[config.mk]
export PLATFORM = sky130hd
export DESIGN_NAME = median3x3_seq_flat
export DESIGN_NICKNAME = d
export VERILOG_FILES = /design/src/rtl/median3x3_seq_pkg.sv /design/src/rtl/median3x3_seq_if.sv /design/src/rtl/median3x3_seq.sv /design/src/flat_wrapper.sv
export SDC_FILE = /design/constraint.sdc
export NUM_CORES = 1
export LEC_CHECK = 0
export BUFFER_PORTS_ARGS = -buffer_cell sky130_fd_sc_hd__buf_2
export CAP_MARGIN = 25
export CORE_MARGIN = 2
export CORE_UTILIZATION = 40
export DETAILED_ROUTE_END_ITERATION = 8
export SYNTH_ARGS = -nofsm -noshare
export SYNTH_HDL_FRONTEND = slang
export SYNTH_SLANG_ARGS = --single-unit
[constraint.sdc]
create_clock -name clk -period 3.96 [get_ports clk]
set_clock_uncertainty 0.05 [all_clocks]
set_input_delay 0.792 -clock clk [delete_from_list [all_inputs] [get_ports clk]]
set_output_delay 0.792 -clock clk [all_outputs]
set_load 0.03 [all_outputs]
[src/rtl/median3x3_seq_pkg.sv]
// ----------------------------------------------------------------------------
// median_pkg
// Shared definitions for the 3x3 median sequencer and its sorter.
//   op_t      : 4-bit sort-operation tag carried through the sorter.
//   OP_*      : tag values for the seven sort operations of one window.
//   state_t   : sequencer FSM states.
//   pix_idx() : flat pixel index k = 3*row + col within a window.
// ----------------------------------------------------------------------------
package median_pkg;

    typedef logic [3:0] op_t;

    // Rows first, then the three column passes, then the final pass.
    localparam op_t OP_ROW0    = 4'd0;
    localparam op_t OP_ROW1    = 4'd1;
    localparam op_t OP_ROW2    = 4'd2;
    localparam op_t OP_COL_MAX = 4'd3;  // min of the row maxima
    localparam op_t OP_COL_MID = 4'd4;  // mid of the row mids
    localparam op_t OP_COL_MIN = 4'd5;  // max of the row minima
    localparam op_t OP_FIN     = 4'd6;  // mid of the three above = median

    typedef enum logic [2:0] {
        ST_IDLE,
        ST_ROW,
        ST_WR,
        ST_COL,
        ST_WC,
        ST_FIN,
        ST_WF,
        ST_OUT
    } state_t;

    // 4-bit result is wide enough to index the nine window pixels.
    function automatic logic [3:0] pix_idx(input logic [1:0] row, input logic [1:0] col);
        return 4'(row) * 4'd3 + 4'(col);
    endfunction

endpackage

[src/rtl/median3x3_seq_if.sv]
// ----------------------------------------------------------------------------
// median3x3_seq_if
// Window-in / median-out handshake bundle of the median sequencer.
//   win_valid/win_ready/win_data : 3x3 window, p[k] = win_data[DW*k +: DW]
//   med_valid/med_ready/med_data : median result
// Modports: slave = sequencer side, master = producer/consumer side.
// ----------------------------------------------------------------------------
interface median3x3_seq_if #(
    parameter int DW = 8
);
    logic            win_valid;
    logic            win_ready;
    logic [9*DW-1:0] win_data;
    logic            med_valid;
    logic            med_ready;
    logic [DW-1:0]   med_data;

    modport slave (
        input  win_valid, win_data, med_ready,
        output win_ready, med_valid, med_data
    );

    modport master (
        output win_valid, win_data, med_ready,
        input  win_ready, med_valid, med_data
    );
endinterface

[src/rtl/median3x3_seq.sv]
// ----------------------------------------------------------------------------
// median3x3_seq
// Computes the exact median of a 3x3 window using seven passes through one
// external 1-cycle 3-input sorter: sort each row, take min-of-max /
// mid-of-mid / max-of-min across rows, then the mid of those three.
//   clk, reset       : clock, synchronous active-high reset
//   io (slave)       : window input and median output handshakes
//   srt_valid_o      : issue strobe to sorter
//   srt_d0..srt_d2   : sorter operands
//   srt_id           : op tag, driven on all three sorter tag inputs
//   srt_valid_i      : sorter result strobe
//   srt_max/mid/min  : sorter results
//   srt_mid_id       : tag of the mid result, used to route the capture
//   err              : sticky unexpected-result flag
// ----------------------------------------------------------------------------
module median3x3_seq
    import median_pkg::*;
#(
    parameter int DW = 8
) (
    input  logic                 clk,
    input  logic                 reset,
    median3x3_seq_if.slave       io,
    output logic                 srt_valid_o,
    output logic [DW-1:0]        srt_d0,
    output logic [DW-1:0]        srt_d1,
    output logic [DW-1:0]        srt_d2,
    output op_t                  srt_id,
    input  logic                 srt_valid_i,
    input  logic [DW-1:0]        srt_max,
    input  logic [DW-1:0]        srt_mid,
    input  logic [DW-1:0]        srt_min,
    input  op_t                  srt_mid_id,
    output logic                 err
);
    state_t        state_q, state_d;
    logic [1:0]    cnt_q, cnt_d;

    logic [DW-1:0] pix_q     [9];
    logic [DW-1:0] row_max_q [3];
    logic [DW-1:0] row_mid_q [3];
    logic [DW-1:0] row_min_q [3];
    logic [DW-1:0] col_q     [3];   // results of ops 3, 4, 5
    logic [DW-1:0] med_q;

    // One bit per op tag; bit 7 is never set so any tag >= 7 reads as idle.
    logic [7:0]    inflight_q;
    logic [7:0]    issue_mask, cap_mask;
    logic          cap_ok;
    logic          err_q;

    assign io.win_ready = (state_q == ST_IDLE);
    assign io.med_valid = (state_q == ST_OUT);
    assign io.med_data  = med_q;
    assign err          = err_q;

    // ------------------------------------------------------------------
    // Next state and sorter issue decode
    // ------------------------------------------------------------------
    always_comb begin
        // NOTE: every output gets a default first so no path can infer a latch.
        state_d     = state_q;
        cnt_d       = cnt_q;
        srt_valid_o = 1'b0;
        srt_id      = OP_ROW0;
        srt_d0      = '0;
        srt_d1      = '0;
        srt_d2      = '0;

        case (state_q)
            ST_IDLE: begin
                if (io.win_valid) begin
                    state_d = ST_ROW;
                    cnt_d   = 2'd0;
                end
            end

            ST_ROW: begin
                srt_valid_o = 1'b1;
                srt_id      = op_t'(cnt_q);
                srt_d0      = pix_q[pix_idx(cnt_q, 2'd0)];
                srt_d1      = pix_q[pix_idx(cnt_q, 2'd1)];
                srt_d2      = pix_q[pix_idx(cnt_q, 2'd2)];
                if (cnt_q == 2'd2) begin
                    state_d = ST_WR;
                    cnt_d   = 2'd0;
                end else begin
                    cnt_d = cnt_q + 2'd1;
                end
            end

            // Last row result lands here before the column passes read it.
            ST_WR: state_d = ST_COL;

            ST_COL: begin
                srt_valid_o = 1'b1;
                srt_id      = OP_COL_MAX + op_t'(cnt_q);
                case (cnt_q)
                    2'd0: begin
                        srt_d0 = row_max_q[0];
                        srt_d1 = row_max_q[1];
                        srt_d2 = row_max_q[2];
                    end
                    2'd1: begin
                        srt_d0 = row_mid_q[0];
                        srt_d1 = row_mid_q[1];
                        srt_d2 = row_mid_q[2];
                    end
                    default: begin
                        srt_d0 = row_min_q[0];
                        srt_d1 = row_min_q[1];
                        srt_d2 = row_min_q[2];
                    end
                endcase
                if (cnt_q == 2'd2) begin
                    state_d = ST_WC;
                    cnt_d   = 2'd0;
                end else begin
                    cnt_d = cnt_q + 2'd1;
                end
            end

            ST_WC: state_d = ST_FIN;

            ST_FIN: begin
                srt_valid_o = 1'b1;
                srt_id      = OP_FIN;
                srt_d0      = col_q[0];
                srt_d1      = col_q[1];
                srt_d2      = col_q[2];
                state_d     = ST_WF;
            end

            // The final result is captured by the routing logic this cycle.
            ST_WF: state_d = ST_OUT;

            ST_OUT: begin
                if (io.med_ready) state_d = ST_IDLE;
            end

            default: state_d = ST_IDLE;
        endcase
    end

    // ------------------------------------------------------------------
    // Result routing: a result is accepted only if its tag is in flight.
    // ------------------------------------------------------------------
    always_comb begin
        issue_mask = srt_valid_o ? (8'd1 << srt_id) : 8'd0;
        cap_ok     = srt_valid_i && (srt_mid_id <= OP_FIN) && inflight_q[srt_mid_id[2:0]];
        cap_mask   = cap_ok ? (8'd1 << srt_mid_id[2:0]) : 8'd0;
    end

    // ------------------------------------------------------------------
    // Control registers
    // ------------------------------------------------------------------
    always_ff @(posedge clk) begin
        // NOTE: non-blocking assignments so every register samples pre-edge values.
        if (reset) begin
            state_q    <= ST_IDLE;
            cnt_q      <= 2'd0;
            inflight_q <= 8'd0;
            err_q      <= 1'b0;
        end else begin
            state_q    <= state_d;
            cnt_q      <= cnt_d;
            inflight_q <= (inflight_q & ~cap_mask) | issue_mask;
            if (srt_valid_i && !cap_ok) err_q <= 1'b1;
        end
    end

    // ------------------------------------------------------------------
    // Window and result registers
    // ------------------------------------------------------------------
    always_ff @(posedge clk) begin
        // NOTE: these data registers are reset as well, since their reset
        // value is visible on med_data and on the sorter operand outputs.
        if (reset) begin
            for (int k = 0; k < 9; k++) pix_q[k] <= '0;
            for (int r = 0; r < 3; r++) begin
                row_max_q[r] <= '0;
                row_mid_q[r] <= '0;
                row_min_q[r] <= '0;
                col_q[r]     <= '0;
            end
            med_q <= '0;
        end else begin
            if (state_q == ST_IDLE && io.win_valid) begin
                for (int k = 0; k < 9; k++) pix_q[k] <= io.win_data[DW*k +: DW];
            end

            if (cap_ok) begin
                case (srt_mid_id)
                    OP_ROW0, OP_ROW1, OP_ROW2: begin
                        row_max_q[srt_mid_id[1:0]] <= srt_max;
                        row_mid_q[srt_mid_id[1:0]] <= srt_mid;
                        row_min_q[srt_mid_id[1:0]] <= srt_min;
                    end
                    OP_COL_MAX: col_q[0] <= srt_min;
                    OP_COL_MID: col_q[1] <= srt_mid;
                    OP_COL_MIN: col_q[2] <= srt_max;
                    OP_FIN:     med_q    <= srt_mid;
                    default: ;
                endcase
            end
        end
    end
endmodule
[src/flat_wrapper.sv]
// flat-port wrapper written by rule: the top's interface ports become plain ports
module median3x3_seq_flat import median_pkg::*;
#(
    parameter int DW = 8
)
  (clk, reset, srt_valid_o, srt_d0, srt_d1, srt_d2, srt_id, srt_valid_i, srt_max, srt_mid, srt_min, srt_mid_id, err, io_win_valid, io_win_data, io_med_ready, io_win_ready, io_med_valid, io_med_data);
  median3x3_seq_if #(.DW(DW)) io_i ();
  input  logic clk;
  input  logic reset;
  output logic srt_valid_o;
  output logic [DW-1:0] srt_d0;
  output logic [DW-1:0] srt_d1;
  output logic [DW-1:0] srt_d2;
  output op_t srt_id;
  input  logic srt_valid_i;
  input  logic [DW-1:0] srt_max;
  input  logic [DW-1:0] srt_mid;
  input  logic [DW-1:0] srt_min;
  input  op_t srt_mid_id;
  output logic err;
  input wire logic [$bits(io_i.win_valid)-1:0] io_win_valid;
  input wire logic [$bits(io_i.win_data)-1:0] io_win_data;
  input wire logic [$bits(io_i.med_ready)-1:0] io_med_ready;
  output wire logic [$bits(io_i.win_ready)-1:0] io_win_ready;
  output wire logic [$bits(io_i.med_valid)-1:0] io_med_valid;
  output wire logic [$bits(io_i.med_data)-1:0] io_med_data;
  assign io_i.win_valid = io_win_valid;
  assign io_i.win_data = io_win_data;
  assign io_i.med_ready = io_med_ready;
  assign io_win_ready = io_i.win_ready;
  assign io_med_valid = io_i.med_valid;
  assign io_med_data = io_i.med_data;
  median3x3_seq #(.DW(DW)) u_core (.clk(clk), .reset(reset), .io(io_i), .srt_valid_o(srt_valid_o), .srt_d0(srt_d0), .srt_d1(srt_d1), .srt_d2(srt_d2), .srt_id(srt_id), .srt_valid_i(srt_valid_i), .srt_max(srt_max), .srt_mid(srt_mid), .srt_min(srt_min), .srt_mid_id(srt_mid_id), .err(err));
endmodule
; ---- After elaboration in Yosys (flattened, before gate mapping)
; Memories as Yosys holds them, arrays and structs flattened.
; Cells that the tools add are included.
[op_classes]
add_sub_neg = 4
n_mul = 1
n_div = 0
magnitude_cmp = 2
n_eq_ne = 19
shifts = 2
n_mux = 62
bitwise_logic = 15
n_reduce_logical = 18
[ops]
columns = cell, count
row1 = $mux W8, 17
row2 = $pmux W8 S3, 3
row3 = $pmux W8 S2, 3
row4 = $mux W1, 26
row5 = $pmux W3 S8, 1
row6 = $reduce_or A8 Y1, 3
row7 = $eq A3 B3 Y1 const B, 4
row8 = $eq A4 B3 Y1 const B, 3
row9 = $mux W3, 4
row10 = $or A1 B1 Y1, 12
row11 = $pmux W4 S3, 1
row12 = $mux W2, 5
row13 = $and A8 B8 Y8, 1
row14 = $eq A4 B2 Y1 const B, 2
row15 = $not A8 Y8, 1
row16 = $or A8 B8 Y8, 1
row17 = $shl A1 B3 Y8 const A, 1
row18 = $shl A1 B4 Y8 const A, 1
row19 = $eq A3 B2 Y1 const B, 2
row20 = $reduce_or A3 Y1, 2
row21 = $add A4 B1 Y4 const B, 1
row22 = $add A4 B2 Y4 const B, 1
row23 = $eq A4 B1 Y1 const B, 1
row24 = $le A4 B3 Y1 const B, 1
row25 = 20 further kinds, 26
[word_totals]
regBits = 22
latchBits = 0
ramBits = 168
mem_bits_ro = 0
in_bits = 105
output_inout_bits = 40
word_cells = 133
n_memories = 5
[mem_list]
columns = memory, depth, word_bits, rd, rd_ports_with_merged_regs, wr, line_no
row1 = u_core.pix_q, 9, 8, 3, 0, 9, median3x3_seq.sv:39  ; logic [DW-1:0] pix_q [9];
row2 = u_core.col_q, 3, 8, 3, 0, 3, median3x3_seq.sv:43  ; logic [DW-1:0] col_q [3];
row3 = u_core.row_max_q, 3, 8, 3, 0, 3, median3x3_seq.sv:40  ; logic [DW-1:0] row_max_q [3];
row4 = u_core.row_mid_q, 3, 8, 3, 0, 3, median3x3_seq.sv:41  ; logic [DW-1:0] row_mid_q [3];
row5 = u_core.row_min_q, 3, 8, 3, 0, 3, median3x3_seq.sv:42  ; logic [DW-1:0] row_min_q [3];

; ---- Longest topological paths before layout
; Gate-level depths: netlist of run 1.
[depth]
depth_word = 8
mapped_depth = 12
mapped_depth_nobuf = 7

; ---- Worst setup path before layout of run 1
; OpenSTA, ideal clock, no wires.
[synth_timing]
path_kind = flip-flop to output port
start = register u_core.cnt_q[0]
end = output srt_d1[7]
t_arrival_ps = 2820
t_required_ps = 3118
path_slack_ps = 298
path_stages_with_launch = 12
n_path_buf = 6
cell_sequence = dfxtp_1 buf_2 buf_2 clkbuf_1 inv_1 ha_1 buf_6 buf_12 buf_2 mux4_2 nand2_1 o211ai_1
[synth_between]
elab_chain_len = 4
word_cells_on_any_way = 7
classes_between = add/sub: 1 / mul: 1 / eq/ne: 1 / mux: 2 / reduce/logical: 1 / memory: 1
[synth_lines]
columns = element, line_no
row1 = start: declaration, median3x3_seq.sv:37  ; logic [1:0] cnt_q, cnt_d;
row2 = start signal: assignment, median3x3_seq.sv:166  ; cnt_q <= cnt_d;
row3 = $mul A2 B2 Y4, median3x3_seq_pkg.sv:35  ; return 4'(row) * 4'd3 + 4'(col);
row4 = $add A4 B1 Y4, median3x3_seq_pkg.sv:35
row5 = $mem_v2 Z9 W8, n/a
row6 = $pmux W8 S3 (*), median3x3_seq.sv:70  ; case (state_q)
row7 = end: declaration, flat_wrapper.sv:12  ; output logic [DW-1:0] srt_d1;
; Every way passes the cells marked *; elsewhere a longest branch is shown, timed or not.

; ---- Worst setup path after layout of run 1
[layout_timing]
start = register u_core.cnt_q[1]
end = output srt_d2[0]
[layout_between]
elab_chain_len = 4
word_cells_on_any_way = 7
classes_between = add/sub: 1 / mul: 1 / eq/ne: 1 / mux: 2 / reduce/logical: 1 / memory: 1
[layout_lines]
columns = element, line_no
row1 = $mul A2 B2 Y4, median3x3_seq_pkg.sv:35
row2 = $add A4 B2 Y4, median3x3_seq_pkg.sv:35
row3 = $mem_v2 Z9 W8, n/a
row4 = $pmux W8 S3 (*), median3x3_seq.sv:70
row5 = end: declaration, flat_wrapper.sv:13  ; output logic [DW-1:0] srt_d2;
; Marks and branches as above.

==> results of run 1 <==
==> worst max-delay path, stage by stage (launching register included) <==
cell,delay [ps]
dfxtp_1,430
inv_1,140
ha_1,330
buf_6,270
mux4_1,580
nor2_1,100
a221oi_1,60
a211o_1,370
buf_2,200
==> registers in the layout (all words and copies together) (netlist names) <==
register and count:
u_core.pix_q 72, u_core.col_q 24, u_core.row_max_q 24, u_core.row_mid_q 24
u_core.row_min_q 24, u_core.inflight_q 8, u_core.io.med_data 8, u_core.state_q 3
u_core.cnt_q 2, u_core.err 1
==> synth_stat cells, types with 6 or more instances <==
| cell | number |
|---|---|
| a211o_1 | 8 |
| a21oi_1 | 27 |
| a221oi_1 | 8 |
| a22o_1 | 24 |
| a22oi_1 | 27 |
| and2_1 | 172 |
| buf_2 | 15 |
| clkbuf_1 | 33 |
| dfxtp_1 | 22 |
| edfxtp_1 | 168 |
| ha_1 | 12 |
| inv_1 | 9 |
| mux2i_1 | 43 |
| mux4_1 | 11 |
| mux4_2 | 14 |
| nand2_1 | 37 |
| nand2b_1 | 11 |
| nor2_1 | 34 |
| nor2b_1 | 6 |
| o2111ai_1 | 8 |
| o211ai_1 | 16 |
==> power by group through the flow <==
| stage | clock, mW | sequential, mW | combinational [mW] |
|---|---|---|---|
| 4_1_cts | 1.61 | 2.69 | 2.25 |
| 3_5_place_dp | 0 | 2.73 | 2.24 |
| 6_report | 1.58 | 2.69 | 2.24 |
| 5_1_grt | 1.69 | 2.71 | 2.44 |
| 3_3_place_gp | 0 | 2.73 | 2.23 |
| 2_1_floorplan | 0 | 2.65 | 1.62 |
==> stage by stage <==
step / area (sq um) / setup slack [ps] / hold WS, ps / utilization / instances
final: 11220 / 198.5 / 435.1 / 0.4751 / 1219
after global routing: 11220 / 47.63 / 468.5 / 0.4751 / 1219
after CTS: 11210 / 70.13 / 441.6 / 0.4748 / 1219
after detailed placement: 10680 / 551.8 / 425.6 / 0.4523 / 1187
after global placement: 10680 / 617.8 / 417.2 / 0.4523 / 1187
after floorplan: 9663 / 298.0 / 381.7 / - / 763
==> timing repair <==
action                     4_1_cts  5_1_grt
gates resized for setup          0        3
hold endpoints to repair         0        0
setup endpoints to repair        0       16
==> final cells by class <==
type,instances,share of cell area
Timing Repair Buffer,163,0.07862
Clock buffer,23,0.04171
Inverter,9,0.003011
Tap cell,319,0.03557
Sequential cell,190,0.4889
Multi-Input combinational cell,506,0.3464
Clock inverter,9,0.005799
==> cell families after synthesis <==
family | synth area share
mux | 0.1071
xor+xnor | 0.0009065
simple gates | 0.1673
fa+ha+maj | 0.01554
buf+inv | 0.03237
compound gates | 0.1088
other cells | 0.0003881
flops | 0.5677
==> per-layer routing <==
layer	vias to the layer above	share of wire	track usage	wire length, um
met3	27	0.049	0.03647	1186
li1	3091	-	-	-
met1	3188	0.43	0.2483	10400
met4	0	0.015	0.05579	356
met5	-	0	0	0
met2	181	0.50	0.3358	12100
==> worst max-delay path by stage <==
stage,start,endpoint,slack (ps),cells past startpoint
floorplan,u_core.cnt_q[0],srt_d1[7],300,11
global placement,u_core.cnt_q[1],srt_d2[0],620,7
detailed placement,u_core.cnt_q[1],srt_d2[6],550,7
CTS,u_core.cnt_q[1],srt_d2[6],70,7
global route,u_core.cnt_q[1],srt_d2[1],50,8
finish,u_core.cnt_q[1],srt_d2[0],200,8
==> results.md, run 1 <==
* Outcome: finished, final reports clean
* Vias in the first global route at 6733
* Final Hold Viols at 0
* CP endpoint kind: primary output
* Initial DRC Count at 438
* Endpoints failing setup at 0
* Share of post-route cells with drive strength above 1 at 0.2422
* Seq/Total Area, Yosys at 0.5677
* Io pins at 145
* Count of different cell masters after synthesis at 55
* Worst slew pin tran at 808.1 ps
* Worst Reg-to-Reg Cells at 6
* Critical setup path kind: register to primary output
* Fin crit share at 0.9499
* Cell area after synthesis at 0.009663 sq mm
* CTS tree: done
* Post-Route WL at 24050 um
* Min-delay worst type: register to register
* Largest net degree at the start of global routing at 58
* Antenna diode count at 0
* Root Driver: clkbuf_16
* Max-slew headroom at 0.4612
* Final count of pins violating max slew at 0
* Cell accounting for the most synthesized area: edfxtp_1
* Synth Instances at 763
* Area Overhead vs Synth at 16.11%
* Clock transition at path regs at 70 ps
* CTS Sinks at 190
* CP max FO at 26
* Clock power share at 0.243
* Die height at 159.4 um
* Port-buffer cells at 143
* DP HPWL at 17200 um
* Post-DR wirelength/cell at 19.73 um
* Syn_nets at 880
* Overall power at 6.514 mW
* Number of setup buffers added after CTS at 0
* Reg-to-reg endpoint: u_core.inflight_q[2]
* Minimum clock period at 3762 ps
* Worst Path Arrival at 2920 ps
* Core area at 0.02361 sq mm
* Commonest non-fill, non-tap cells in the layout: and2_1, edfxtp_1, buf_2
* P_leak at 4.343 nW
* Num CTS Buffers at 17
* Hold Crit Depth at 2
* Flop pwr share at 0.412
* Die W at 159.4 um
* Hold_sp: u_core.io.med_data[3]
* Switching power at 2.325 mW
* Initial antenna violation count at 0
* Req. time, crit path at 3120 ps
* Hold endpoint: u_core.io.med_data[3]
* Top cells by area, synth: edfxtp_1, and2_1, dfxtp_1
* Rows at 56
* # nets final at 1004
* First-pass GRT wire length at 37360 um
* DRC viols at 0
* Total gr overflow at 0
* Comb power frac at 0.344
* Starting Density at 0.4092
* # fillers at 2150
* Maximum VDD drop at 0.3495 mV
* Top-area cell type share of the netlist area at 0.5221
* Ys Warns at 0
* Clock Latency Late Sink at 440 ps
* Die area at 0.02542 sq mm
* Fmax at 0.2659 GHz
* Power Internal at 4.190 mW
* Multi-input gate area at 0.003886 sq mm
* Cts hold-fix bufs at 0
* Routed vias at 6487
* Clock Path Buffers at 2
* Sw Share at 0.3568
* Top_reg_cell synth: edfxtp_1
* Final ANT Viol Nets at 0
* TritonRoute pass-1 iters at 4
* RSZ-0062 raised after global routing: no
* Placer Congestion at 0.8292
* Synth Register Bits at 190
* Crit path launch type: register
* Vias per cell at 5.322
* Gr usage total at 0.1938
* Reg2reg start: u_core.state_q[0]
* # H-tree levels at 4
* Synth Area per Inst at 12.66 sq um
* Sum Neg Setup Slack at 0 ps
* Synth async-reset ratio at 0
* Setup slack, reg-to-reg at 1640 ps
* Commonest non-fill, non-tap cell in the layout: and2_1
* EDFF count, synth at 168
* Max-Cap Viols at 0
* PD cells at 580.6 mW/mm^2
* Register Area at 0.005485 sq mm
(Power assumes the default switching activity.)
==> inputs of run 2 (changes only) <==
--- a/config.mk
+++ b/config.mk
@@ -10,6 +10,7 @@
 export CORE_MARGIN = 2
 export CORE_UTILIZATION = 40
 export DETAILED_ROUTE_END_ITERATION = 8
+export RECOVER_POWER = 25
 export SYNTH_ARGS = -nofsm -noshare
 export SYNTH_HDL_FRONTEND = slang
 export SYNTH_SLANG_ARGS = --single-unit
==> results.md, run 2 (same netlist as run 1, synthesis figures left out) <==
* DP HPWL at 17200 um
* WHS at 434.4 ps
* Max-Cap Viols at 0
* Commonest non-fill, non-tap cell in the layout: edfxtp_1
* CTS Sinks at 190
* RSZ-0062 raised after global routing: no
* Cts hold-fix bufs at 0
* Die W at 159.4 um
* Hold_sp: u_core.inflight_q[7]
* CTS tree: done
* CP max stage delay at 580 ps
* Worst Path Arrival at 2930 ps
* Final ANT Viol Nets at 0
* # nets final at 1004
* TritonRoute pass-1 iters at 5
* Starting Density at 0.4092
* Sw Share at 0.3573
* Die area at 0.02542 sq mm
* Minimum clock period at 3776 ps
* Inst Count DP at 1187
* Outcome: finished, final reports clean
* Buf+Inv Stages, Crit Path at 3
* Placer Congestion at 0.8292
* Min-delay worst type: register to register
* Final count of pins violating max slew at 0
* Core area at 0.02361 sq mm
* Fmax at 0.2648 GHz
* Critical Path, Cell by Cell: inv_1, ha_1, buf_6, mux4_1, nor2_1, a221oi_1, a211o_1, buf_2
* P_leak at 4.241 nW
* Req. time, crit path at 3120 ps
* Crit-path leading delay family: buffers and inverters
* Reg2reg start: u_core.state_q[0]
* Gr usage total at 0.1938
* Critical setup path kind: register to primary output
* Flop pwr share at 0.412
* CP max-delay cell: mux4_1
* Vias per cell at 5.322
* Routed vias at 6487
* Register bank with the most flops: u_core.pix_q
* Share of post-route cells with drive strength above 1 at 0.2233
* Power Internal at 4.187 mW
* Num CTS Buffers at 17
* Die height at 159.4 um
* Sum Neg Setup Slack at 0 ps
* Largest net degree at the start of global routing at 58
* Clock power share at 0.244
* Post-DR wirelength/cell at 19.81 um
* Final Hold Viols at 0
* CP endpoint kind: primary output
* Reg-to-reg endpoint: u_core.pix_q[5][3]
* Worst Reg-to-Reg Cells at 5
* Clock transition at path regs at 70 ps
* PD cells at 583.0 mW/mm^2
* First-pass GRT wire length at 37360 um
* Endpoints failing setup at 0
* Non-filler cells, final at 1219
* Setup slack, reg-to-reg at 1470 ps
* Comb power frac at 0.344
* Hold endpoint: u_core.inflight_q[7]
* Max-slew headroom at 0.3232
* Clock Latency Late Sink at 440 ps
* Port-buffer cells at 143
* DRC viols at 0
* Post-Route WL at 24150 um
* Vias in the first global route at 6733
* CP max FO at 26
* Antenna diode count at 0
* Root Driver: clkbuf_16
* # H-tree levels at 4
* Initial antenna violation count at 0
* Hold Crit Depth at 2
* Switching power at 2.328 mW
* Clock Path Buffers at 2
* Initial DRC Count at 415
* Io pins at 145
* Rows at 56
* # fillers at 2164
* Commonest non-fill, non-tap cells in the layout: edfxtp_1, and2_1, buf_2
* Fin crit share at 0.9536
* Worst slew pin tran at 1015 ps
* Crit path launch type: register
* Max reg flops at 72
* Maximum VDD drop at 0.3525 mV
* Area Overhead vs Synth at 15.64%
* Total gr overflow at 0
## run 2: cell count changes in the layout (fill, tap and decap cells not counted)
cell      before  now
and2_0         0   34
and2_1       171  137
and3b_1        1    2
and3b_2        1    0
buf_2        143  132
buf_4         18   15
clkbuf_1       4   18
nand2b_1      10   11
nand2b_4       1    0
nor3b_1        0    1
nor3b_4        1    0
## run 2: power by group through the flow
stage	Combinational, mW	Sequential, mW	Clock [mW]
after floorplan	1.62	2.65	0
after global placement	2.23	2.73	0
after detailed placement	2.24	2.73	0
after CTS	2.25	2.69	1.61
after global routing	2.43	2.71	1.69
final	2.24	2.69	1.59
## run 2: metal layers
metal  share of wire  global-route usage  up-vias
met5               0                   0        -
met4           0.015             0.05579        0
met3           0.049             0.03647       27
met2            0.50              0.3358      190
met1            0.43              0.2483     3182
li1                -                   -     3088
## run 2: how the worst max path moves through the flow
stage / startpoint / end / cells past startpoint
final: u_core.cnt_q[1] / srt_d2[0] / 8
after global routing: u_core.cnt_q[1] / srt_d2[1] / 8
after CTS: u_core.cnt_q[1] / srt_d2[6] / 7
after detailed placement: u_core.cnt_q[1] / srt_d2[6] / 7
after global placement: u_core.cnt_q[1] / srt_d2[0] / 7
after floorplan: u_core.cnt_q[0] / srt_d1[7] / 11
## run 2: metrics by stage
step / util / worst slack, ps / instance area [sq um] / total power [mW]
detailed placement: 0.4523 / 551.8 / 10680 / 4.968
global route: 0.4732 / 47.63 / 11170 / 6.830
global placement: 0.4523 / 617.8 / 10680 / 4.957
finish: 0.4732 / 183.5 / 11170 / 6.515
CTS: 0.4748 / 70.13 / 11210 / 6.543
floorplan: - / 298.0 / 9663 / 4.276
## run 2: tightest hold or removal path: stages, from the launching register on
cell and delay [ps]:
dfxtp_1 340, a21oi_1 40, nor2_1 70
## run 2: cell type report
cell class / count / area [sq um] / share of cell area
tap: 319 / 399.1 / 0.03572
clock buffer: 23 / 467.9 / 0.04188
clock inverter: 9 / 65.06 / 0.005822
multi-input combinational: 506 / 3866 / 0.3460
timing repair buffer: 163 / 857.1 / 0.07670
sequential: 190 / 5485 / 0.4909
inverter: 9 / 33.78 / 0.003023
## run 2: repair_timing
item	CTS	global route
gates resized for setup	0	3
endpoints found under the setup margin	0	16
buffers inserted	0	0
==> inputs of run 3 (changes only) <==
==> constraint.sdc (replaced) <==
create_clock -name clk -period 3.96 [get_ports clk]
set_clock_uncertainty 0.05 [all_clocks]
set_input_delay 0 -clock clk [delete_from_list [all_inputs] [get_ports clk]]
set_output_delay 0 -clock clk [all_outputs]
set_load 0.03 [all_outputs]
==> results.md, run 3 (same netlist as run 1, synthesis figures left out) <==
* Outcome: finished, final reports clean
* Req. time, crit path at 4010 ps
* CP max stage delay at 1060 ps
* Initial DRC Count at 539
* Final count of pins violating max slew at 0
* Clock power share at 0.273
* Final ANT Viol Nets at 0
* # fillers at 2115
* Total gr overflow at 0
* Commonest non-fill, non-tap cells in the layout: edfxtp_1, and2_1, buf_2
* WHS at 70.79 ps
* Sum Neg Setup Slack at 0 ps
* Vias in the first global route at 6982
* Buf+Inv Stages, Crit Path at 4
* Comb power frac at 0.339
* Worst slew pin tran at 1376 ps
* Met2 routed WL at 12690 um
* CP endpoint kind: register
* Fin crit share at 0.8355
* DRC viols at 0
* CTS tree: done
* Post-DR wirelength/cell at 18.81 um
* Switching power at 2.388 mW
* Max-slew headroom at 0.08257
* Critical setup path kind: primary input to register
* PD cells at 559.4 mW/mm^2
* TritonRoute pass-1 iters at 5
* Starting Density at 0.4092
* Final Hold Viols at 0
* Share of post-route cells with drive strength above 1 at 0.2008
* Met1 WL at 10840 um
* Port-buffer cells at 143
* CP max-delay cell: clkbuf_1
* CP dominant cell by count: clkbuf_1
* Endpoints failing setup at 0
* Critical Path, Cell by Cell: dlygate4sd3_1, clkbuf_1, clkbuf_1, nand2b_1, nor2_1, clkbuf_1, or2_2
* Clock transition at path regs at 60 ps
* Largest net degree at the start of global routing at 73
* DP HPWL at 17060 um
* Initial antenna violation count at 0
* Highest Signal Layer: met4
* Commonest non-fill, non-tap cell in the layout: edfxtp_1
* Sw Share at 0.3462
* Io pins at 145
* First-pass GRT wire length at 38010 um
* Max-Cap Viols at 0
* CP max FO at 27
* Min-delay worst type: primary input to register
* Fmax at 0.3022 GHz
* Post-Route WL at 24820 um
* Root Driver: clkbuf_16
* Die W at 159.4 um
* Antenna diode count at 0
* Wire length on met3 at 950 um
* RSZ-0062 raised after global routing: no
* Minimum clock period at 3309 ps
* Num CTS Buffers at 17
* # nets final at 1105
* Clock Path Buffers at 2
* CTS Sinks at 190
* # H-tree levels at 4
* Vias per cell at 5.180
* Rows at 56
* Maximum VDD drop at 0.3895 mV
* Core area at 0.02361 sq mm
* Flop pwr share at 0.389
* Register Area at 0.005485 sq mm
* Clock Latency Late Sink at 430 ps
* Crit-path leading delay family: buffers and inverters
* P_leak at 4.733 nW
* Area Overhead vs Synth at 27.57%
* Max reg flops at 72
* Worst Path Arrival at 3360 ps
* Routed vias at 6837
* Die area at 0.02542 sq mm
* Register bank with the most flops: u_core.pix_q
* Final Core Density at 0.5220
* Placer Congestion at 0.8479
* Die height at 159.4 um
* Multi-input gate area at 0.003877 sq mm
* Crit path launch type: primary input
* Power Internal at 4.508 mW
* Gr usage total at 0.1945
run 3: power by group through the flow:
stage	Sequential, mW	Clock, mW	Combinational [mW]
detailed placement	2.72	0	2.25
finish	2.68	1.88	2.33
floorplan	2.65	0	1.62
global route	2.71	2.00	2.51
CTS	2.68	1.91	2.34
global placement	2.72	0	2.24
run 3: path summary, 6_finish.rpt:
path	slack [ps]	from	depth (start not counted)	endpoint
worst max-delay path	650	reset	7	u_core.row_mid_q[0][7]
worst min-delay path	70	srt_mid_id[2]	4	u_core.inflight_q[0]
worst max register to register	1570	u_core.state_q[0]	6	u_core.pix_q[6][5]
worst min register to register	440	u_core.io.med_data[2]	2	u_core.io.med_data[2]
run 3: stage by stage:
stage,instances,setup WS (ps),instance area [sq um],power (mW)
finish,1320,651.4,12330,6.896
global placement,1181,1097,10630,4.960
detailed placement,1182,1225,10640,4.976
global route,1320,412.7,12330,7.220
CTS,1318,751.4,12320,6.937
floorplan,763,1003,9663,4.276
run 3: cell type report:
type,count,share of cell area
Sequential cell,190,0.4450
Multi-Input combinational cell,506,0.3146
Timing Repair Buffer,264,0.1532
Clock buffer,19,0.03593
Tap cell,319,0.03238
Clock inverter,13,0.01624
Inverter,9,0.002741
run 3: timing repair:
item | CTS | global route
setup buffers | 0 | 0
endpoints found under the hold margin | 186 | 0
resized for setup | 0 | 0
hold buffers | 104 | 0
run 3: tightest hold or removal path: stages:
cell and delay, ps:
buf_2 120, nor3b_1 110, a21oi_1 170, a31o_2 110
run 3: metal layers:
| layer | vias to the layer above | track usage |
|---|---|---|
| met5 | - | 0 |
| met1 | 3354 | 0.2490 |
| met4 | 0 | 0.04628 |
| met2 | 175 | 0.3409 |
| met3 | 22 | 0.03803 |
| li1 | 3286 | - |
